===== src/rtl/ram_ctrl_pkg.sv =====
// ram_ctrl_pkg: shared sizing defaults and state encoding for the RAM fill controller
package ram_ctrl_pkg;
  localparam int DW = 16;
  localparam int AW = 3;
  localparam int DEPTH = 2 ** AW;
  typedef enum logic [1:0] {FILL, FULL, ZERO} state_e;
endpackage


===== src/rtl/ram_fill_ctrl_if.sv =====
// ram_fill_ctrl_if: upstream valid/ready stream plus RAM write port of the fill controller
interface ram_fill_ctrl_if #(
  parameter int DW = ram_ctrl_pkg::DW,
  parameter int AW = ram_ctrl_pkg::AW
);
  logic s_valid;
  logic s_ready;
  logic [DW-1:0] s_data;
  logic we;
  logic [AW-1:0] wr_add;
  logic [DW-1:0] wr_data;
  modport slave (input s_valid, s_data, output s_ready, we, wr_add, wr_data);
  modport master (output s_valid, s_data, input s_ready, we, wr_add, wr_data);
endinterface


===== src/rtl/ram_fill_ctrl.sv =====
// ram_fill_ctrl: fills an 8x16 RAM from a stream, holds until released, and sweeps it to zero on request
module ram_fill_ctrl #(
  parameter int DW = ram_ctrl_pkg::DW,
  parameter int AW = ram_ctrl_pkg::AW
) (
  input  logic           clk,
  input  logic           clr_n,
  ram_fill_ctrl_if.slave s,
  input  logic           zero_req,
  input  logic           rd_done,
  output logic           full,
  output logic           busy,
  output logic [AW:0]    count
);
  import ram_ctrl_pkg::*;
  localparam logic [AW-1:0] LAST = AW'((2 ** AW) - 1);
  state_e state_q, state_d;
  logic [AW-1:0] ptr_q, ptr_d, wr_add_q, wr_add_d;
  logic [AW:0] count_q, count_d;
  logic [DW-1:0] wr_data_q, wr_data_d;
  logic we_q, we_d, full_q, full_d, busy_q, busy_d, hs;
  assign s.s_ready = (state_q == FILL) && !zero_req;
  assign hs = s.s_valid && s.s_ready;
  assign s.we = we_q;
  assign s.wr_add = wr_add_q;
  assign s.wr_data = wr_data_q;
  assign full = full_q;
  assign busy = busy_q;
  assign count = count_q;
  // the sweep issues address 0 on entry, so ptr returning to 0 marks its end
  always_comb begin
    state_d = state_q;
    ptr_d = ptr_q;
    count_d = count_q;
    full_d = full_q;
    busy_d = busy_q;
    we_d = 1'b0;
    wr_add_d = wr_add_q;
    wr_data_d = wr_data_q;
    if (state_q != ZERO && zero_req) begin
      state_d = ZERO;
      ptr_d = AW'(1);
      count_d = '0;
      full_d = 1'b0;
      busy_d = 1'b1;
      we_d = 1'b1;
      wr_add_d = '0;
      wr_data_d = '0;
    end else if (state_q == ZERO) begin
      if (ptr_q == '0) begin
        state_d = FILL;
        busy_d = 1'b0;
      end else begin
        we_d = 1'b1;
        wr_add_d = ptr_q;
        wr_data_d = '0;
        ptr_d = ptr_q + 1'b1;
      end
    end else if (hs) begin
      we_d = 1'b1;
      wr_add_d = ptr_q;
      wr_data_d = s.s_data;
      ptr_d = ptr_q + 1'b1;
      count_d = count_q + 1'b1;
      if (ptr_q == LAST) begin
        state_d = FULL;
        full_d = 1'b1;
      end
    end else if (state_q == FULL && rd_done) begin
      state_d = FILL;
      count_d = '0;
      full_d = 1'b0;
      ptr_d = '0;
    end
  end
  always_ff @(posedge clk) begin
    if (!clr_n) begin
      state_q <= FILL;
      ptr_q <= '0;
      count_q <= '0;
      full_q <= 1'b0;
      busy_q <= 1'b0;
      we_q <= 1'b0;
      wr_add_q <= '0;
      wr_data_q <= '0;
    end else begin
      state_q <= state_d;
      ptr_q <= ptr_d;
      count_q <= count_d;
      full_q <= full_d;
      busy_q <= busy_d;
      we_q <= we_d;
      wr_add_q <= wr_add_d;
      wr_data_q <= wr_data_d;
    end
  end
endmodule


===== src/flat_wrapper.sv =====
// flat-port wrapper written by rule: the top's interface ports become plain ports
module ram_fill_ctrl_flat import ram_ctrl_pkg::*;
#(
  parameter int DW = ram_ctrl_pkg::DW,
  parameter int AW = ram_ctrl_pkg::AW
)
  (clk, clr_n, zero_req, rd_done, full, busy, count, s_s_valid, s_s_data, s_s_ready, s_we, s_wr_add, s_wr_data);
  ram_fill_ctrl_if #(.DW(DW), .AW(AW)) s_i ();
  input  logic clk;
  input  logic clr_n;
  input  logic zero_req;
  input  logic rd_done;
  output logic full;
  output logic busy;
  output logic [AW:0] count;
  input wire logic [$bits(s_i.s_valid)-1:0] s_s_valid;
  input wire logic [$bits(s_i.s_data)-1:0] s_s_data;
  output wire logic [$bits(s_i.s_ready)-1:0] s_s_ready;
  output wire logic [$bits(s_i.we)-1:0] s_we;
  output wire logic [$bits(s_i.wr_add)-1:0] s_wr_add;
  output wire logic [$bits(s_i.wr_data)-1:0] s_wr_data;
  assign s_i.s_valid = s_s_valid;
  assign s_i.s_data = s_s_data;
  assign s_s_ready = s_i.s_ready;
  assign s_we = s_i.we;
  assign s_wr_add = s_i.wr_add;
  assign s_wr_data = s_i.wr_data;
  ram_fill_ctrl #(.DW(DW), .AW(AW)) u_core (.clk(clk), .clr_n(clr_n), .s(s_i), .zero_req(zero_req), .rd_done(rd_done), .full(full), .busy(busy), .count(count));
endmodule

===== config.mk =====
export PLATFORM = sky130hd
export DESIGN_NAME = ram_fill_ctrl_flat
export DESIGN_NICKNAME = d
export VERILOG_FILES = /design/src/rtl/ram_ctrl_pkg.sv /design/src/rtl/ram_fill_ctrl_if.sv /design/src/rtl/ram_fill_ctrl.sv /design/src/flat_wrapper.sv
export SDC_FILE = /design/constraint.sdc
export NUM_CORES = 1
export LEC_CHECK = 0
export ABC_AREA = 1
export BUFFER_PORTS_ARGS = -buffer_cell sky130_fd_sc_hd__buf_2
export CAP_MARGIN = 15
export CORE_ASPECT_RATIO = 1.2
export CORE_MARGIN = 10
export CORE_UTILIZATION = 48
export CTS_CLUSTER_DIAMETER = 30
export DETAILED_ROUTE_END_ITERATION = 7
export GPL_ROUTABILITY_DRIVEN = 0
export PLACE_DENSITY = 0.88
export SYNTH_ARGS = -nofsm -noshare
export SYNTH_HDL_FRONTEND = slang
export SYNTH_SLANG_ARGS = --single-unit

===== constraint.sdc =====
create_clock -name clk -period 1.3 [get_ports clk]
set_input_delay 0.26 -clock clk [delete_from_list [all_inputs] [get_ports clk]]
set_output_delay 0.26 -clock clk [all_outputs]
set_load 0.02 [all_outputs]

==> results.json <==
{
  "status": "finished, violations left",
  "failed_checks": "negative setup slack",
  "hpwl_um": 2460,
  "antenna_found_initial": 0,
  "max-vdd-ir-drop_mv": 0.9897,
  "clk_latency_ns": 0.33,
  "synth_cell_types": 22,
  "yosys_most_used_dff": "dfxtp_1",
  "ys_seq_area_share_pct": 47.83,
  "max_freq_mhz": 755.4,
  "synth_top_area_cell": "dfxtp_1",
  "drc": 0,
  "first_pass_iters": 4,
  "rsz0062_at_grt": "true",
  "io_pins": 48,
  "vias": 1340,
  "final_area_mm2": 0.001842,
  "relSlewSlack_pct": 85.43,
  "cts_buffer_depth": 2,
  "wl_um": 3544,
  "core_mm2": 0.002552,
  "wl_per_cell_um": 13.27,
  "hold_viol": 0,
  "synthToLayoutAreaGrowth_pct": 41.95,
  "io_buffers": 47,
  "vias_per_cell": 5.019,
  "ant_nets": 0,
  "fin_crit_sh_pct": 101.8,
  "wl_met3_um": 313,
  "h-tree-depth": 2,
  "drv_cap": 0,
  "die_h_um": 76.96,
  "fp.dieW_um": 67.46,
  "cts_sinks": 31,
  "nets": 259,
  "synth-async-reset-ratio_pct": 0,
  "dieArea_mm2": 0.005191,
  "m1WireLength_um": 1371,
  "cts_tree": "built",
  "drt-initial-drc-count": 49,
  "numCtsBuffers": 5,
  "critical_path_arrival_ns": 1.06,
  "synth_edf_count": 0,
  "grt_overflow": 0,
  "cp-start-kind": "flop",
  "synthTopCellsByArea": "dfxtp_1, nand2_1, a21oi_1",
  "path_clk_slew_ns": 0.09,
  "cts-root-buf": "clkbuf_4",
  "post_dp_cell_area_mm2": 0.001590,
  "skew_ns": 0.01373,
  "synth-seq-cells": 31,
  "first_global_vias": 1231,
  "min_path_type": "in2reg",
  "finalMaxSlewViolations": 0,
  "critical_path_class": "reg2out",
  "dp_cells": 250,
  "syn_area_mm2": 0.001297,
  "yosys_warnings": 0,
  "post_route_cells_drive_above_1_share_pct": 42.31,
  "worst_pin_slew_ns": 0.2179,
  "finalSetupViolCount": 1,
  "dr_wl_met2_um": 1820,
  "slowest_stage": "dfxtp_2",
  "setup_ws_ns": -0.02375,
  "synthTopCellsByCount": "nand2_1, dfxtp_1, a21oi_1, inv_1, nand3_1",
  "cts_hold_buf": 0,
  "yosys.area.top_type_share_pct": 47.83,
  "final_cells": 267,
  "yosysMostFrequentCell": "nand2_1",
  "end_kind": "output pin",
  "slowest_delay_ns": 0.36,
  "final_util_pct": 72.16,
  "crit_path_cell_trace": "nor2_4 -> nand2_1 -> inv_1 -> buf_4",
  "start_util_pct": 50.83,
  "top_layer": "met4",
  "fin_crit_ns": 1.324,
  "num_rows": 20,
  "syn_area_per_cell_um2": 7.723,
  "p_per_area_mw_per_mm2": 1166,
  "required_ns": 1.04,
  "leakagePower_nw": 0.8863,
  "grt_use_total_pct": 13.08,
  "syn_nets": 193,
  "crit_fanout": 4,
  "grt_max_degree": 22,
  "diodes": 0,
  "synth_cells": 168,
  "grt_pass1_wl_um": 5444
}
==> flip-flops by register name, summed over array words and instances (netlist names) <==
register,flops
u_core.busy,1
u_core.count,4
u_core.full,1
u_core.ptr_q,3
u_core.s.we,1
u_core.s.wr_add,3
u_core.s.wr_data,16
u_core.state_q,2
==> path summary, 6_finish.rpt <==
kind                                     startpoint                   to  slack, ns  cells past startpoint
worst max register to register    u_core.state_q[1]      u_core.ptr_q[1]          0                      7
worst min-delay path                          clr_n          u_core.s.we       0.16                      3
worst min register to register  u_core.s.wr_data[4]  u_core.s.wr_data[4]       0.46                      2
worst max-delay path              u_core.state_q[1]            s_s_ready      -0.02                      4
==> cell type report <==
class	instances	area, um2
Clock inverter	1	30.03
Timing Repair inverter	2	12.51
Timing Repair Buffer	62	384.1
Sequential cell	31	628.1
Inverter	15	71.32
Clock buffer	6	41.29
Tap cell	33	41.29
Fill cell	223	710.7
Multi-Input combinational cell	117	633.1
==> worst max-delay path: cells and delay by family, from the launching register on <==
family	cells	cell delay, ns
buf+inv	2	0.18
flops	1	0.36
simple gates	2	0.20
==> where the power goes <==
| group | internal, mW | switching [mW] |
|---|---|---|
| Sequential | 0.986 | 0.0238 |
| Clock | 0.396 | 0.309 |
| Combinational | 0.185 | 0.249 |
| Total | 1.57 | 0.582 |
==> placed cells by master, fill, tap and decap left out, drive strengths merged <==
| cell type | netlist | routed |
|---|---|---|
| a21oi | 29 | 29 |
| a31o | 1 | 1 |
| and3 | 1 | 1 |
| buf | 5 | 61 |
| bufinv | 0 | 1 |
| clkbuf | 0 | 7 |
| dfxtp | 31 | 31 |
| ha | 4 | 4 |
| inv | 15 | 17 |
| nand2 | 58 | 58 |
| nand3 | 8 | 8 |
| nand4 | 2 | 2 |
| nor2 | 7 | 7 |
| nor3 | 1 | 1 |
| o21ai | 6 | 6 |
==> logic make-up (layout without fill, tap and decap cells) <==
group / after synthesis / count (layout) / synth area share (%)
buffers and inverters: 20 / 86 / 8.293
AOI/OAI and AO/OA: 36 / 36 / 14.18
and+or+nand+nor: 77 / 77 / 25.84
adders and majority gates: 4 / 4 / 3.857
DFF: 31 / 31 / 47.83
==> stage by stage <==
step                      hold slack, ns  setup slack (ns)    TNS, ns  total power, mW
after floorplan                   0.3805           0.07723          0            1.249
after global placement            0.4435          0.009242          0            1.362
after detailed placement          0.4502          -0.02385   -0.09026            1.368
after CTS                         0.1602         -0.006078  -0.006078            2.082
after global routing              0.1463          -0.09029     -1.291            2.261
final                             0.1597          -0.02375   -0.02375            2.148
==> what timing repair did <==
action                                  CTS  global route
pin swaps                                 2             6
endpoints found under the setup margin   18            30
cloned                                    0             3
gates resized for setup                  10            25
buffers inserted                          2             5
==> metal layers <==
metal | vias up | global-route usage (%)
met5 | - | 0
met4 | 0 | 4.733
met3 | 6 | 7.267
met2 | 52 | 20.90
met1 | 605 | 13.85
li1 | 677 | -
Note: power is estimated with default switching activity, not from simulation.
